<file path="src/rtl/regfile_pkg.sv">
// ---------------------------------------------------------------------------
// regfile_pkg
//   Shared definitions for the decode-stage register file and its pending-write
//   scoreboard.
//
//   Contents:
//     XLEN_DEF, NREG_DEF - default register width and register count
//     clr_state_t        - bulk-clear FSM state encoding (ST_IDLE, ST_CLEAR)
//     is_zero_addr()     - true when an address hits a hardwired-zero register 0
// ---------------------------------------------------------------------------
package regfile_pkg;

    localparam int XLEN_DEF = 32;
    localparam int NREG_DEF = 32;

    typedef enum logic {
        ST_IDLE  = 1'b0,
        ST_CLEAR = 1'b1
    } clr_state_t;

    // Register 0 only behaves as a constant when the zero-register option is on.
    function automatic logic is_zero_addr(input logic zero_en, input logic addr_is_0);
        return zero_en && addr_is_0;
    endfunction

endpackage : regfile_pkg

</file>
<file path="src/rtl/regfile_sb_bits.sv">
// ---------------------------------------------------------------------------
// regfile_sb_bits
//   One pending-write bit per architectural register. A bit is set when an
//   instruction with that destination issues and cleared when its write-back
//   lands. A separate flush port lets the bulk-clear engine zero one bit per
//   cycle.
//
//   Ports:
//     clk, rst            - clock, asynchronous active-low reset
//     clr_en, clr_idx     - write-back completion: clear bit clr_idx
//     set_en, set_idx     - issue: set bit set_idx (wins over clr on same index)
//     flush_en, flush_idx - bulk-clear step: clear bit flush_idx
//     rd_a1, rd_a2        - read tap addresses
//     tap1, tap2          - raw pending bits at rd_a1 / rd_a2
// ---------------------------------------------------------------------------
module regfile_sb_bits
    import regfile_pkg::*;
#(
    parameter  int NREG     = NREG_DEF,
    parameter  int ZERO_REG = 1,
    localparam int AW       = $clog2(NREG)
) (
    input  logic          clk,
    input  logic          rst,
    input  logic          clr_en,
    input  logic [AW-1:0] clr_idx,
    input  logic          set_en,
    input  logic [AW-1:0] set_idx,
    input  logic          flush_en,
    input  logic [AW-1:0] flush_idx,
    input  logic [AW-1:0] rd_a1,
    input  logic [AW-1:0] rd_a2,
    output logic          tap1,
    output logic          tap2
);

    localparam logic ZERO_EN = (ZERO_REG != 0);

    logic [NREG-1:0] busy_q;
    logic [NREG-1:0] busy_d;

    // Order matters: the set is applied last so that an instruction issuing to
    // the same destination that is retiring this cycle keeps the bit pending
    // for the younger writer.
    always_comb begin
        busy_d = busy_q;
        if (flush_en) begin
            busy_d[flush_idx] = 1'b0;
        end
        if (clr_en) begin
            busy_d[clr_idx] = 1'b0;
        end
        if (set_en && !is_zero_addr(ZERO_EN, set_idx == '0)) begin
            busy_d[set_idx] = 1'b1;
        end
    end

    always_ff @(posedge clk or negedge rst) begin
        if (!rst) begin
            busy_q <= '0;
        end else begin
            busy_q <= busy_d;
        end
    end

    assign tap1 = busy_q[rd_a1];
    assign tap2 = busy_q[rd_a2];

endmodule : regfile_sb_bits

</file>
<file path="src/rtl/regfile_scoreboard.sv">
// ---------------------------------------------------------------------------
// regfile_scoreboard
//   Decode-stage integer register file: two combinational read ports, one
//   write port from WB with same-cycle write-to-read bypass, optional
//   hardwired-zero register 0, a per-register pending-write scoreboard for the
//   hazard unit, and a sequential bulk-clear engine that zeroes one array entry
//   and one scoreboard bit per cycle.
//
//   Ports:
//     clk, rst             - clock, asynchronous active-low reset
//     A1/RD1, A2/RD2       - read address / read data, ports 1 and 2
//     WE3, A3, WD3         - write enable, address, data (WB stage)
//     ISSUE_EN, ISSUE_RD   - instruction with destination ISSUE_RD is issuing
//     BUSY1, BUSY2         - register at A1 / A2 has a pending write
//     CLR_REQ              - start bulk clear (level, sampled while idle)
//     CLR_BUSY             - bulk clear in progress
//     CLR_DONE             - one-cycle pulse after the last entry is cleared
// ---------------------------------------------------------------------------
module regfile_scoreboard
    import regfile_pkg::*;
#(
    parameter  int XLEN     = XLEN_DEF,
    parameter  int NREG     = NREG_DEF,
    parameter  int ZERO_REG = 1,
    localparam int AW       = $clog2(NREG)
) (
    input  logic            clk,
    input  logic            rst,
    input  logic [AW-1:0]   A1,
    input  logic [AW-1:0]   A2,
    output logic [XLEN-1:0] RD1,
    output logic [XLEN-1:0] RD2,
    input  logic            WE3,
    input  logic [AW-1:0]   A3,
    input  logic [XLEN-1:0] WD3,
    input  logic            ISSUE_EN,
    input  logic [AW-1:0]   ISSUE_RD,
    output logic            BUSY1,
    output logic            BUSY2,
    input  logic            CLR_REQ,
    output logic            CLR_BUSY,
    output logic            CLR_DONE
);

    localparam logic          ZERO_EN = (ZERO_REG != 0);
    localparam logic [AW-1:0] LAST    = AW'(NREG - 1);

    clr_state_t      state_q;
    clr_state_t      state_d;
    logic [AW-1:0]   cnt_q;
    logic            done_q;

    logic            clr_busy;
    logic            clr_last;

    logic [XLEN-1:0] regs [NREG];

    logic            we_idle;
    logic            wr_en;
    logic            issue_idle;
    logic            tap1;
    logic            tap2;
    logic [XLEN-1:0] rd1_val;
    logic [XLEN-1:0] rd2_val;

    // -----------------------------------------------------------------------
    // Bulk-clear FSM: state register
    // -----------------------------------------------------------------------
    always_ff @(posedge clk or negedge rst) begin
        if (!rst) begin
            state_q <= ST_IDLE;
        end else begin
            state_q <= state_d;
        end
    end

    // Bulk-clear FSM: next state
    always_comb begin
        state_d = state_q;
        case (state_q)
            ST_IDLE:  if (CLR_REQ)        state_d = ST_CLEAR;
            ST_CLEAR: if (cnt_q == LAST)  state_d = ST_IDLE;
            default:                      state_d = ST_IDLE;
        endcase
    end

    // Bulk-clear FSM: outputs
    always_comb begin
        clr_busy = (state_q == ST_CLEAR);
        clr_last = (state_q == ST_CLEAR) && (cnt_q == LAST);
    end

    // Sweep counter and the completion pulse. The counter is held at zero while
    // idle so every clear starts from entry 0, and it returns to zero right
    // after the last entry instead of running past NREG-1.
    always_ff @(posedge clk or negedge rst) begin
        if (!rst) begin
            cnt_q  <= '0;
            done_q <= 1'b0;
        end else begin
            done_q <= clr_last;
            if (clr_busy && !clr_last) begin
                cnt_q <= cnt_q + 1'b1;
            end else begin
                cnt_q <= '0;
            end
        end
    end

    assign CLR_BUSY = clr_busy;
    assign CLR_DONE = done_q;

    // -----------------------------------------------------------------------
    // Register array
    // -----------------------------------------------------------------------
    // WB writes and issues are only honoured while idle; during a sweep they
    // are dropped so the array ends up fully zeroed.
    assign we_idle    = WE3 && !clr_busy;
    assign issue_idle = ISSUE_EN && !clr_busy;
    assign wr_en      = we_idle && !is_zero_addr(ZERO_EN, A3 == '0);

    always_ff @(posedge clk or negedge rst) begin
        if (!rst) begin
            for (int i = 0; i < NREG; i++) begin
                regs[i] <= '0;
            end
        end else if (clr_busy) begin
            regs[cnt_q] <= '0;
        end else if (wr_en) begin
            regs[A3] <= WD3;
        end
    end

    // Read ports: zero register beats bypass, bypass beats the array. Outputs
    // are forced to zero while reset is held so that a live WB bypass cannot
    // leak through during reset.
    always_comb begin
        rd1_val = regs[A1];
        if (we_idle && (A3 == A1)) rd1_val = WD3;
        if (is_zero_addr(ZERO_EN, A1 == '0)) rd1_val = '0;
        if (!rst) rd1_val = '0;
    end

    always_comb begin
        rd2_val = regs[A2];
        if (we_idle && (A3 == A2)) rd2_val = WD3;
        if (is_zero_addr(ZERO_EN, A2 == '0)) rd2_val = '0;
        if (!rst) rd2_val = '0;
    end

    assign RD1 = rd1_val;
    assign RD2 = rd2_val;

    // -----------------------------------------------------------------------
    // Pending-write scoreboard
    // -----------------------------------------------------------------------
    regfile_sb_bits #(
        .NREG     (NREG),
        .ZERO_REG (ZERO_REG)
    ) u_sb (
        .clk       (clk),
        .rst       (rst),
        .clr_en    (we_idle),
        .clr_idx   (A3),
        .set_en    (issue_idle),
        .set_idx   (ISSUE_RD),
        .flush_en  (clr_busy),
        .flush_idx (cnt_q),
        .rd_a1     (A1),
        .rd_a2     (A2),
        .tap1      (tap1),
        .tap2      (tap2)
    );

    // A write landing this cycle is already visible through the bypass, so it
    // no longer counts as a hazard for that address.
    always_comb begin
        BUSY1 = rst && !clr_busy && tap1 && !(we_idle && (A3 == A1))
                && !is_zero_addr(ZERO_EN, A1 == '0);
        BUSY2 = rst && !clr_busy && tap2 && !(we_idle && (A3 == A2))
                && !is_zero_addr(ZERO_EN, A2 == '0);
    end

endmodule : regfile_scoreboard

</file>
<file path="config.mk">
export PLATFORM = sky130hd
export DESIGN_NAME = regfile_scoreboard
export DESIGN_NICKNAME = d
export VERILOG_FILES = /design/src/rtl/regfile_pkg.sv /design/src/rtl/regfile_sb_bits.sv /design/src/rtl/regfile_scoreboard.sv
export SDC_FILE = /design/constraint.sdc
export NUM_CORES = 2
export LEC_CHECK = 0
export CELL_PAD_IN_SITES_DETAIL_PLACEMENT = 0
export CELL_PAD_IN_SITES_GLOBAL_PLACEMENT = 1
export CORE_MARGIN = 2
export CORE_UTILIZATION = 50
export CTS_BUF_LIST = sky130_fd_sc_hd__clkbuf_16
export DETAILED_ROUTE_END_ITERATION = 10
export GPL_ROUTABILITY_DRIVEN = 0
export PLACE_DENSITY_LB_ADDON = 0.1
export SYNTH_ARGS = -nofsm -noshare
export SYNTH_HDL_FRONTEND = slang
export SYNTH_SLANG_ARGS = --single-unit
</file>
<file path="constraint.sdc">
create_clock -name clk -period 2.9 [get_ports clk]
set_clock_uncertainty 0.05 [all_clocks]
set_input_delay 0.435 -clock clk [delete_from_list [all_inputs] [get_ports clk]]
set_output_delay 0.435 -clock clk [all_outputs]
set_load 0.1 [all_outputs]
</file>
==> results.yml <==
critical_path:
  r2r_cells: 5
  critPathCaptureType: "output port"
  arrival_ns: 2.93
  r2r_slack_ns: 0.46
  worstSetupStartpointType: "flop"
  cp_common_cell: "mux4_2"
  r2r_start: "CLR_BUSY"
  cp_slowest_cell: "mux4_2"
  reg2reg_to: "regs[623]"
  required_ns: 2.41
  slowest_delay_ns: 0.51
  path_max_fanout: 3
  crit_buf_inv: 1
  worstSetupPathType: "reg2out"
  path_cells: "mux4_2, mux4_2, and3_4, a311o_1, buf_12"
  path_delay_family: "multiplexers"
routing:
  post-route-drc-count: 0
  via_per_inst: 6.87
  first_iter_violations: 9371
  dr.pass1.iters: 8
  wl_microns: 287000
  vias: 58400
  wire_per_inst_microns: 33.8
  final_antenna_net_count: 0
run_status:
  violations: "negative setup slack"
  status: "finished, violations left"
finish:
  finalNonFillerCells: 8496
  antennaDiodeCount: 0
  area_growth_pct: 27.4
  nets: 6843
  fillers: 9684
  seqCellArea_sq_um: 26600
  multi_input_area_sq_um: 34800
  final_util: 0.643
  final_area_sq_um: 78400
  drive_gt1_frac: 0.293
floorplanning:
  fp.dieArea_sq_um: 126000
  die_height_microns: 355
  row_count: 128
  core_sq_um: 122000
  die_w_microns: 355
  initial_core_util: 0.505
  pin_count: 125
sta:
  drv_slew: 0
  tightest_slew_ns: 1.12
  hold_ws_ns: 0.198
  relSlewSlack: 0.256
  tns_ns: -22.23
  period_share: 1.18
  hold_violations: 0
  fin_crit_ns: 3.41
  setup_violations: 66
  rsz0062_at_grt: "yes"
  final.setup.worst_slack_ns: -0.512
  fmax_mhz: 293
synth:
  synth_seq_cells: 1063
  netlist_area_sq_um: 61500
  synth-edff-count: 0
  syn-num-nets: 6403
  seq_area_frac_synth: 0.432
  synthCells: 6341
  ys.warnings.count: 0
  postSynthAreaPerCell_sq_um: 9.70
  synth_flop_cell: "dfrtp_1"
  yosysUniqueCellTypes: 66
  async_flop_share: 1.00
hold_path:
  hold_path_class: "in2reg"
  min_path_cells: 3
  min_to: "CLR_BUSY"
  hold_start: "CLR_REQ"
pwr:
  p_per_area_nw_per_um2: 538
  ir_worst_vdd_mv: 0.515
  p_total_mw: 42.2
  p_leak_nw: 38.6
place:
  port_buffers: 124
  hpwl_microns: 185000
  pre_cts_ws_ns: -0.771
  place_area_sq_um: 72300
  place_inst: 8220
global_route:
  gr-total-overflow: 0
  antenna_found_initial: 7
  grt_pass1_vias: 57100
  grt_usage: 0.451
  grt_max_degree: 172
  grt_pass1_wl_microns: 410000
flow_run:
  drv_cap: 0
cts:
  cts_buffers: 119
  cts_sinks: 1063
  cts-htree-levels: 3
  cts_buffer_depth: 3
  path_clk_slew_ns: 0.06
  tritoncts: "yes"
  clkLatencyLatePin_ns: 0.76
  root_buffer: "clkbuf_16"
==> how the worst max path moves through the flow <==
stage / from / cells after the start / end / slack, ns
after CTS: regs[924] / 5 / RD1[28] / -0.49
final: regs[860] / 5 / RD1[28] / -0.51
after global placement: A1[0] / 11 / RD1[30] / -0.76
after detailed placement: A1[0] / 11 / RD1[30] / -0.77
after global routing: regs[924] / 5 / RD1[28] / -0.51
after floorplan: A1[2] / 7 / RD1[21] / -0.25
==> worst min-delay path, stage by stage <==
cell,delay [ns]
clkdlybuf4s50_1,0.41
inv_1,0.05
o21ai_0,0.07
==> cell type report <==
class                           count  area share
Sequential cell                  1063       0.339
Clock buffer                      121      0.0386
Timing Repair Buffer              963       0.143
Clock inverter                     90     0.00830
Inverter                           12    0.000575
Tap cell                         1625      0.0259
Multi-Input combinational cell   4622       0.444
==> kinds of logic (layout without fill, tap and decap cells) <==
kind of cell / after synthesis / in the layout / share of synthesized area
AOI/OAI and AO/OA: 1438 / 1438 / 0.141
xor gates and xnor gates: 13 / 13 / 0.00185
adders and majority gates: 5 / 5 / 0.00102
buffers and inverters: 656 / 1186 / 0.0469
DFF: 1063 / 1063 / 0.432
muxes: 893 / 893 / 0.229
and+or+nand+nor: 2273 / 2273 / 0.147
==> layer usage <==
metal,vias up,routed length (microns),GRT usage,part of all wire
li1,23500,-,-,-
met1,29100,103000,0.582,0.36
met2,4614,123000,0.655,0.43
met3,1157,40200,0.162,0.14
met4,14,20300,0.262,0.071
met5,-,356,0.00566,0.0012
==> Yosys cell counts, types with 9 or more instances <==
| library cell | instances | area (sq um) |
|---|---|---|
| o21ai_0 | 86 | 430 |
| buf_6 | 19 | 214 |
| mux4_2 | 398 | 8960 |
| a211oi_1 | 12 | 90.1 |
| inv_1 | 10 | 37.5 |
| and3_1 | 20 | 125 |
| buf_4 | 43 | 323 |
| o221ai_1 | 11 | 96.3 |
| nand2b_1 | 14 | 87.6 |
| clkbuf_1 | 482 | 1810 |
| mux2_2 | 156 | 1760 |
| a2111oi_0 | 41 | 359 |
| a21oi_1 | 829 | 4150 |
| or2_2 | 42 | 263 |
| mux2i_1 | 339 | 3390 |
| a221o_1 | 33 | 330 |
| nand2_1 | 994 | 3730 |
| nor2b_1 | 14 | 87.6 |
| nor3_1 | 26 | 130 |
| o21ai_1 | 25 | 125 |
| dfrtp_1 | 1063 | 26600 |
| a221oi_1 | 41 | 359 |
| nor2_1 | 1051 | 3950 |
| and2_1 | 42 | 263 |
| o22a_1 | 128 | 1120 |
| buf_2 | 78 | 390 |
| a22oi_1 | 11 | 82.6 |
| o22ai_1 | 174 | 1090 |
| buf_1 | 19 | 71.3 |
| nand3_1 | 36 | 180 |
| o211a_1 | 9 | 90.1 |
==> power by group <==
group,internal [mW],switching (mW)
logic,4.01,6.86
clock network,8.27,6.69
registers,15.6,0.732
==> state kept, by name, indices dropped and copies added, names as in the netlist <==
signal,count
cnt_q,5
CLR_DONE,1
regs,1024
u_sb.busy_q,32
CLR_BUSY,1
==> cell usage in the layout, fill, tap and decap left out, types with 128 or more instances in the layout <==
cell / synthesis / layout
buf_4: 43 / 585
o22a_1: 128 / 128
mux2i_1: 339 / 317
a21oi_1: 829 / 795
mux2_2: 156 / 148
o22ai_1: 174 / 169
dfrtp_1: 1063 / 1062
nor2_1: 1051 / 1003
nand2_1: 994 / 973
buf_12: 0 / 280
mux4_2: 398 / 398
==> repair_timing <==
item / 4_1_cts / 5_1_grt
hold buffers: 1 / 0
resized for setup: 282 / 106
endpoints found under the setup margin: 66 / 66
endpoints found under the hold margin: 218 / 0
cloned: 4 / 2
pin swaps: 91 / 56
buffers inserted: 57 / 28
Note: power is estimated with default switching activity, not from simulation.
